`config.mk`:
```
export PLATFORM = sky130hd
export DESIGN_NAME = uart_tx
export DESIGN_NICKNAME = d
export VERILOG_FILES = /design/src/rtl/uart_tx.sv
export SDC_FILE = /design/constraint.sdc
export NUM_CORES = 1
export LEC_CHECK = 0
export ABC_AREA = 1
export CAP_MARGIN = 30
export CORE_MARGIN = 3
export CORE_UTILIZATION = 50
export DETAILED_ROUTE_END_ITERATION = 10
export GPL_ROUTABILITY_DRIVEN = 0
export PLACE_DENSITY_LB_ADDON = 0.1
export RECOVER_POWER = 100
export SETUP_SLACK_MARGIN = 0.1
export SKIP_CTS_REPAIR_TIMING = 1
export SLEW_MARGIN = 0
export SYNTH_ARGS = -nofsm -noshare
export SYNTH_HDL_FRONTEND = slang
export SYNTH_SLANG_ARGS = --single-unit
```
`constraint.sdc`:
```
create_clock -name clock -period 1.8 [get_ports clock]
set_clock_uncertainty 0.1 [all_clocks]
set_input_delay 0.54 -clock clock [delete_from_list [all_inputs] [get_ports clock]]
set_output_delay 0.54 -clock clock [all_outputs]
set_load 0.1 [all_outputs]
```
`src/rtl/uart_tx.sv`:
```
// UART transmit serializer: pops one character from the TX FIFO and sends start, data (LSB first), optional parity, stop bit(s).
// Define UART_TX_PARITY_EN to insert an even-parity bit between the data and stop bits.
module uart_tx #(
  parameter int unsigned DATA_SIZE = 8,
  parameter int unsigned DIV_SIZE  = 16
) (
  input  logic                 clock,
  input  logic                 reset,
  input  logic                 tx_en,
  input  logic                 nstop,
  input  logic [DIV_SIZE-1:0]  div,
  input  logic                 fifo_empty,
  input  logic [DATA_SIZE-1:0] fifo_rd_data,
  output logic                 fifo_rd_en,
  output logic                 txd,
  output logic                 busy
);

  localparam int unsigned BIT_W = (DATA_SIZE > 1) ? $clog2(DATA_SIZE) : 1;
  localparam logic [BIT_W-1:0] BIT_LAST = BIT_W'(DATA_SIZE - 1);

  localparam logic [2:0] ST_IDLE   = 3'd0;
  localparam logic [2:0] ST_START  = 3'd1;
  localparam logic [2:0] ST_DATA   = 3'd2;
`ifdef UART_TX_PARITY_EN
  localparam logic [2:0] ST_PARITY = 3'd3;
`endif
  localparam logic [2:0] ST_STOP   = 3'd4;

  logic [2:0]           state_q, state_d;
  logic [DIV_SIZE-1:0]  baud_q, baud_d;
  logic [DIV_SIZE-1:0]  div_lat_q, div_lat_d;
  logic                 nstop_lat_q, nstop_lat_d;
  logic                 stop2_q, stop2_d;
  logic [BIT_W-1:0]     bit_q, bit_d;
  logic [DATA_SIZE-1:0] shift_q, shift_d;
  logic                 txd_q, txd_d;
`ifdef UART_TX_PARITY_EN
  logic                 parity_q, parity_d;
`endif

  logic pop;
  logic tick;

  // Pop is suppressed while reset is held so no character is lost into a flop being cleared.
  assign pop  = reset && (state_q == ST_IDLE) && tx_en && !fifo_empty;
  assign tick = (baud_q == div_lat_q);

  assign fifo_rd_en = pop;
  assign txd        = txd_q;
  assign busy       = (state_q != ST_IDLE);

  always_comb begin
    state_d     = state_q;
    baud_d      = baud_q;
    div_lat_d   = div_lat_q;
    nstop_lat_d = nstop_lat_q;
    stop2_d     = stop2_q;
    bit_d       = bit_q;
    shift_d     = shift_q;
`ifdef UART_TX_PARITY_EN
    parity_d    = parity_q;
`endif

    if (state_q != ST_IDLE) begin
      baud_d = tick ? '0 : baud_q + DIV_SIZE'(1);
    end

    case (state_q)
      ST_IDLE: begin
        if (pop) begin
          shift_d     = fifo_rd_data;
          div_lat_d   = div;
          nstop_lat_d = nstop;
          baud_d      = '0;
          bit_d       = '0;
          stop2_d     = 1'b0;
`ifdef UART_TX_PARITY_EN
          parity_d    = ^fifo_rd_data;
`endif
          state_d     = ST_START;
        end
      end
      ST_START: begin
        if (tick) state_d = ST_DATA;
      end
      ST_DATA: begin
        if (tick) begin
          shift_d = shift_q >> 1;
          if (bit_q == BIT_LAST) begin
`ifdef UART_TX_PARITY_EN
            state_d = ST_PARITY;
`else
            state_d = ST_STOP;
`endif
          end else begin
            bit_d = bit_q + BIT_W'(1);
          end
        end
      end
`ifdef UART_TX_PARITY_EN
      ST_PARITY: begin
        if (tick) state_d = ST_STOP;
      end
`endif
      ST_STOP: begin
        if (tick) begin
          if (nstop_lat_q && !stop2_q) begin
            stop2_d = 1'b1;
          end else begin
            state_d = ST_IDLE;
          end
        end
      end
      default: state_d = ST_IDLE;
    endcase

    // txd is registered from the next state so each level lines up with the state it belongs to.
    case (state_d)
      ST_START:  txd_d = 1'b0;
      ST_DATA:   txd_d = shift_d[0];
`ifdef UART_TX_PARITY_EN
      ST_PARITY: txd_d = parity_d;
`endif
      default:   txd_d = 1'b1;
    endcase
  end

  always_ff @(posedge clock) begin
    if (!reset) begin
      state_q     <= ST_IDLE;
      baud_q      <= '0;
      div_lat_q   <= '0;
      nstop_lat_q <= 1'b0;
      stop2_q     <= 1'b0;
      bit_q       <= '0;
      shift_q     <= '0;
      txd_q       <= 1'b1;
`ifdef UART_TX_PARITY_EN
      parity_q    <= 1'b0;
`endif
    end else begin
      state_q     <= state_d;
      baud_q      <= baud_d;
      div_lat_q   <= div_lat_d;
      nstop_lat_q <= nstop_lat_d;
      stop2_q     <= stop2_d;
      bit_q       <= bit_d;
      shift_q     <= shift_d;
      txd_q       <= txd_d;
`ifdef UART_TX_PARITY_EN
      parity_q    <= parity_d;
`endif
    end
  end

endmodule

```
After elaboration in Yosys (flattened, before gate mapping)
Index checks and enable logic that the tools add are counted.
{"block": "totals", "reg_bits": 49, "input_bits": 29}
{"block": "classes", "addsub": 2, "n_eq_ne": 12, "muxes": 23, "reduce_logical": 14}
{"operator": "16-bit 2-to-1 mux", "n": 4}
{"operator": "3-bit 2-to-1 mux", "n": 9}
{"operator": "16-bit by 1-bit adder with 16-bit output, second input constant", "n": 1}
{"operator": "16-bit == test", "n": 1}
{"operator": "8-bit 2-to-1 mux", "n": 2}
{"operator": "8-bit case mux with 2 select lines", "n": 1}
{"operator": "3-bit case mux with 4 select lines", "n": 1}
{"operator": "2-bit != test, second input constant", "n": 5}
{"operator": "4-bit AND reduction", "n": 2}
{"operator": "3-bit by 1-bit == test with 1-bit output, second input constant", "n": 2}
{"operator": "3-bit by 2-bit == test with 1-bit output, second input constant", "n": 2}
{"operator": "3-bit == test, second input constant", "n": 2}
{"operator": "3-bit case mux with 2 select lines", "n": 1}
{"operator": "1-bit logical AND", "n": 4}
{"operator": "1-bit case mux with 2 select lines", "n": 2}
{"operator": "2-bit nonzero test", "n": 2}
{"operator": "3-bit by 1-bit adder with 3-bit output, second input constant", "n": 1}
{"operator": "3-bit zero test", "n": 1}
{"operator": "1-bit 2-to-1 mux", "n": 3}
{"operator": "3-bit AND reduction", "n": 1}
{"operator": "3-bit nonzero test", "n": 1}
{"operator": "1-bit zero test", "n": 2}
{"operator": "2-bit AND reduction", "n": 1}

Logic depth before layout (Yosys ltp)
{"block": "logic_depth", "ltp_word": 8, "depth_mapped": 12, "depth_no_buf": 12}

Least setup slack after synthesis
OpenSTA, ideal clock, no wires.
{"block": "synth_path", "path_type": "input-to-output", "startpoint": "in tx_en", "endpoint": "out fifo_rd_en", "arrival_time_ps": 1269, "slack_ps": -109, "stages": 5, "n_path_buf": 1, "cell_sequence": "nand2_1 -> nor2_2 -> nand2_1 -> inv_2 -> buf_4"}
{"block": "synth_via", "elab_chain_len": 2}
{"item": "start, declared", "line": "9", "source": "input logic tx_en,"}
{"item": "1-bit logical AND (2 in series)", "line": "46", "source": "assign pop = reset && (state_q == ST_IDLE) && tx_en && !fifo_empty;"}
{"item": "end, declared", "line": "14", "source": "output logic fifo_rd_en,"}
Every way passes these cells.

Worst setup path after layout
{"block": "layout_path", "startpoint": "reg state_q[0]", "endpoint": "out fifo_rd_en"}
{"block": "layout_via", "elab_chain_len": 4}
{"item": "start, declared", "line": "30", "source": "logic [2:0] state_q, state_d;"}
{"item": "start signal, assigned", "line": "143", "source": "state_q <= state_d;"}
{"item": "3-bit zero test", "line": "46"}
{"item": "1-bit logical AND (3 in series)", "line": "46"}
Every way passes these cells.

==> reports/metrics.yaml <==
cp_max_fo: 3
startpoint_type: "flip-flop"
p_comb_share_pct: 21.2
critPathArrivalTime_ns: 1.36
dr.pass1.iters: 4
final.setup.worst_slack_ns: -0.197
dp_hpwl_um: 3950
synth_area_leaders: "dfxtp_1 (40%), nand2_1 (15%), nor2_1 (6.8%)"
port_buffers: 31
finish.instance_area_sq_um: 3580
fp.dieH_um: 76.5
ys_seq_area_share_pct: 39.5
drt-initial-drc-count: 93
critPathTopFamily: "simple AND/OR/NAND/NOR gates"
swShare_pct: 27.4
drc: 0
dp_slack_ns: -0.444
ios: 32
cp.required_ns: 1.16
cellLeakagePower_nw: 1.44
antennaDiodeCount: 0
synthToLayoutAreaGrowth_pct: 44.2
p_seq_share_pct: 45.9
internal-power_mw: 1.80
hold_path_end: "stop2_q"
p_per_area_nw_per_um2: 694
core_area_sq_um: 4750
r2r_cells: 9
crit_slowest_cell: "dfxtp_2"
synth_top_area_share_pct: 39.5
fin_crit_ns: 2.00
grt_pass1_vias: 2165
start_util_pct: 52.2
multiInputGateArea_sq_um: 1480
antenna_found_initial: 0
core.rowCount: 25
violations: "negative setup slack"
ff_latch_area_sq_um: 1010
nNetsFinal: 466
dieArea_sq_um: 5850
syn_nets: 400
worst_slew_pin_slew_ns: 0.271
vdd_drop_max_v: 0.000461
setup_viol: 2
r2r_end: "baud_q[12]"
avgSynthCellArea_sq_um: 6.75
hold_path.class: "flip-flop to flip-flop"
h-tree-depth: 2
yosysWarnings: 0
vias: 2457
clk_latency_ns: 0.31
p_switching_mw: 0.680
status: "finished, violations left"
viasPerCell: 4.89
end_kind: "primary output"
yosysTopAreaCell: "dfxtp_1"
cts-root-buf: "clkbuf_8"
hold_path_depth: 2
p_clk_share_pct: 32.8
clock_sinks: 49
grt-ovfl-total: 0
drv.max_cap_violation_count: 0
clk_pin_slew_worst_paths_ns: 0.08
max_slew_margin_pct: 81.9
drive_gt1_share_pct: 32.0
n_fill_cell: 386
grt_max_degree: 33
placed_cell_area_sq_um: 3090
rr_startpoint: "baud_q[1]"
path_buf_inv: 3
fmax_mhz: 501
grtUsageTotal_pct: 19.1
period_share_pct: 111
tritoncts: "built"
path_cells: "nor2_4, inv_2, nor2_4, nand2_2, inv_2, buf_12"
finalPower_mw: 2.49
ys_ff_latch: 49
grt_pass1_wl_um: 9180
min-delay-start: "stop2_q"
synth_cell_types: 30
syn_inst: 368
wl_per_cell_um: 11.8
die_w_um: 76.5
reg2reg_slack_ns: 0.11
report.final.hold_viol_count: 0
slew_viol_final: 0
drt-total-wl_um: 5920
cts-buffers-inserted: 5
critPathKind: "flip-flop to primary output"
rsz0062_at_grt: "yes"
clockBufferDepth: 2
postRouteAntennaNets: 0
fin_util_pct: 75.3
slowest_delay_ns: 0.35
synth_area_sq_um: 2480
==> worst reg2reg max path, cell delays in order, from the launching register on <==
cell and delay [ns]:
dfxtp_4 0.39, ha_4 0.15, nand2_4 0.05, nor3_4 0.20, nand2_2 0.10, nor2_4 0.13
nand3_2 0.10, nor2_2 0.12, xor2_1 0.17, nor2_1 0.07
==> power groups by stage <==
stage	combinational, mW	sequential (mW)	clock, mW
2_1_floorplan	0.239	1.17	0
3_3_place_gp	0.424	1.16	0
3_5_place_dp	0.428	1.17	0
4_1_cts	0.431	1.14	0.827
5_1_grt	0.569	1.15	0.874
6_report	0.528	1.14	0.816
==> synthesized netlist by cell type, drive strengths merged <==
cell type  instances
nor3b              2
nor3               7
o21a               1
nand3             13
nand2             99
inv               52
nor2              51
xnor2              1
o22ai              1
a22oi              1
buf                5
ha                 3
nand4              6
dfxtp             49
xor2               6
o21ai             31
clkbuf             5
a21oi             35
==> cells by family (layout without fill, tap and decap cells) <==
group           count (synthesis)  in the layout  share of synthesized area, %
compound gates                 69             69                          15.2
xor+xnor                        7              7                          2.47
fa+ha+maj                       3              3                          1.51
buf+inv                        62            129                          10.2
flops                          49             49                          39.5
simple gates                  178            178                          31.0
==> layout by cell type (no fill, tap or decap), types with 8 or more instances in the layout <==
master,count
nand2_1,82
inv_1,38
nor2_1,34
buf_4,32
dfxtp_1,31
a21oi_1,27
clkdlybuf4s50_1,25
o21ai_0,22
dfxtp_2,15
inv_2,13
nor2_4,11
nand2_2,11
nand3_1,9
a21oi_2,8
==> stage by stage <==
stage	hold WS, ns	cells	TNS (ns)
2_1_floorplan	0.331	368	-0.0428
3_3_place_gp	0.342	484	-11.50
3_5_place_dp	0.350	484	-12.22
4_1_cts	0.362	492	-0.630
5_1_grt	0.383	502	-0.452
6_report	0.357	502	-0.320
==> worst max path at each step <==
stage               startpoint         end  cells past startpoint
floorplan                tx_en  fifo_rd_en                      5
global placement         reset  fifo_rd_en                      6
finish              state_q[0]  fifo_rd_en                      6
detailed placement       reset  fifo_rd_en                      6
global route        state_q[0]  fifo_rd_en                      6
CTS                      reset  fifo_rd_en                      6
==> registers in the layout (all words and copies together), names as in the netlist <==
signal / cells
txd: 1
bit_q: 3
stop2_q: 1
state_q: 3
div_lat_q: 16
shift_q: 8
baud_q: 16
nstop_lat_q: 1
==> routing by layer <==
layer / GRT usage, % / vias to the layer above / part of all wire, %
li1: - / 1290 / -
met1: 25.1 / 1122 / 48
met2: 30.4 / 38 / 47
met3: 5.08 / 7 / 3.9
met4: 6.52 / 0 / 1.3
met5: 0 / - / 0
==> cell type report <==
| cell class | instances | area share, % |
|---|---|---|
| Clock buffer | 7 | 2.41 |
| Clock inverter | 1 | 0.839 |
| Inverter | 52 | 5.52 |
| Multi-Input combinational cell | 257 | 41.3 |
| Sequential cell | 49 | 28.3 |
| Tap cell | 67 | 2.34 |
| Timing Repair Buffer | 69 | 19.3 |
Power figures use the tool's default switching activity.
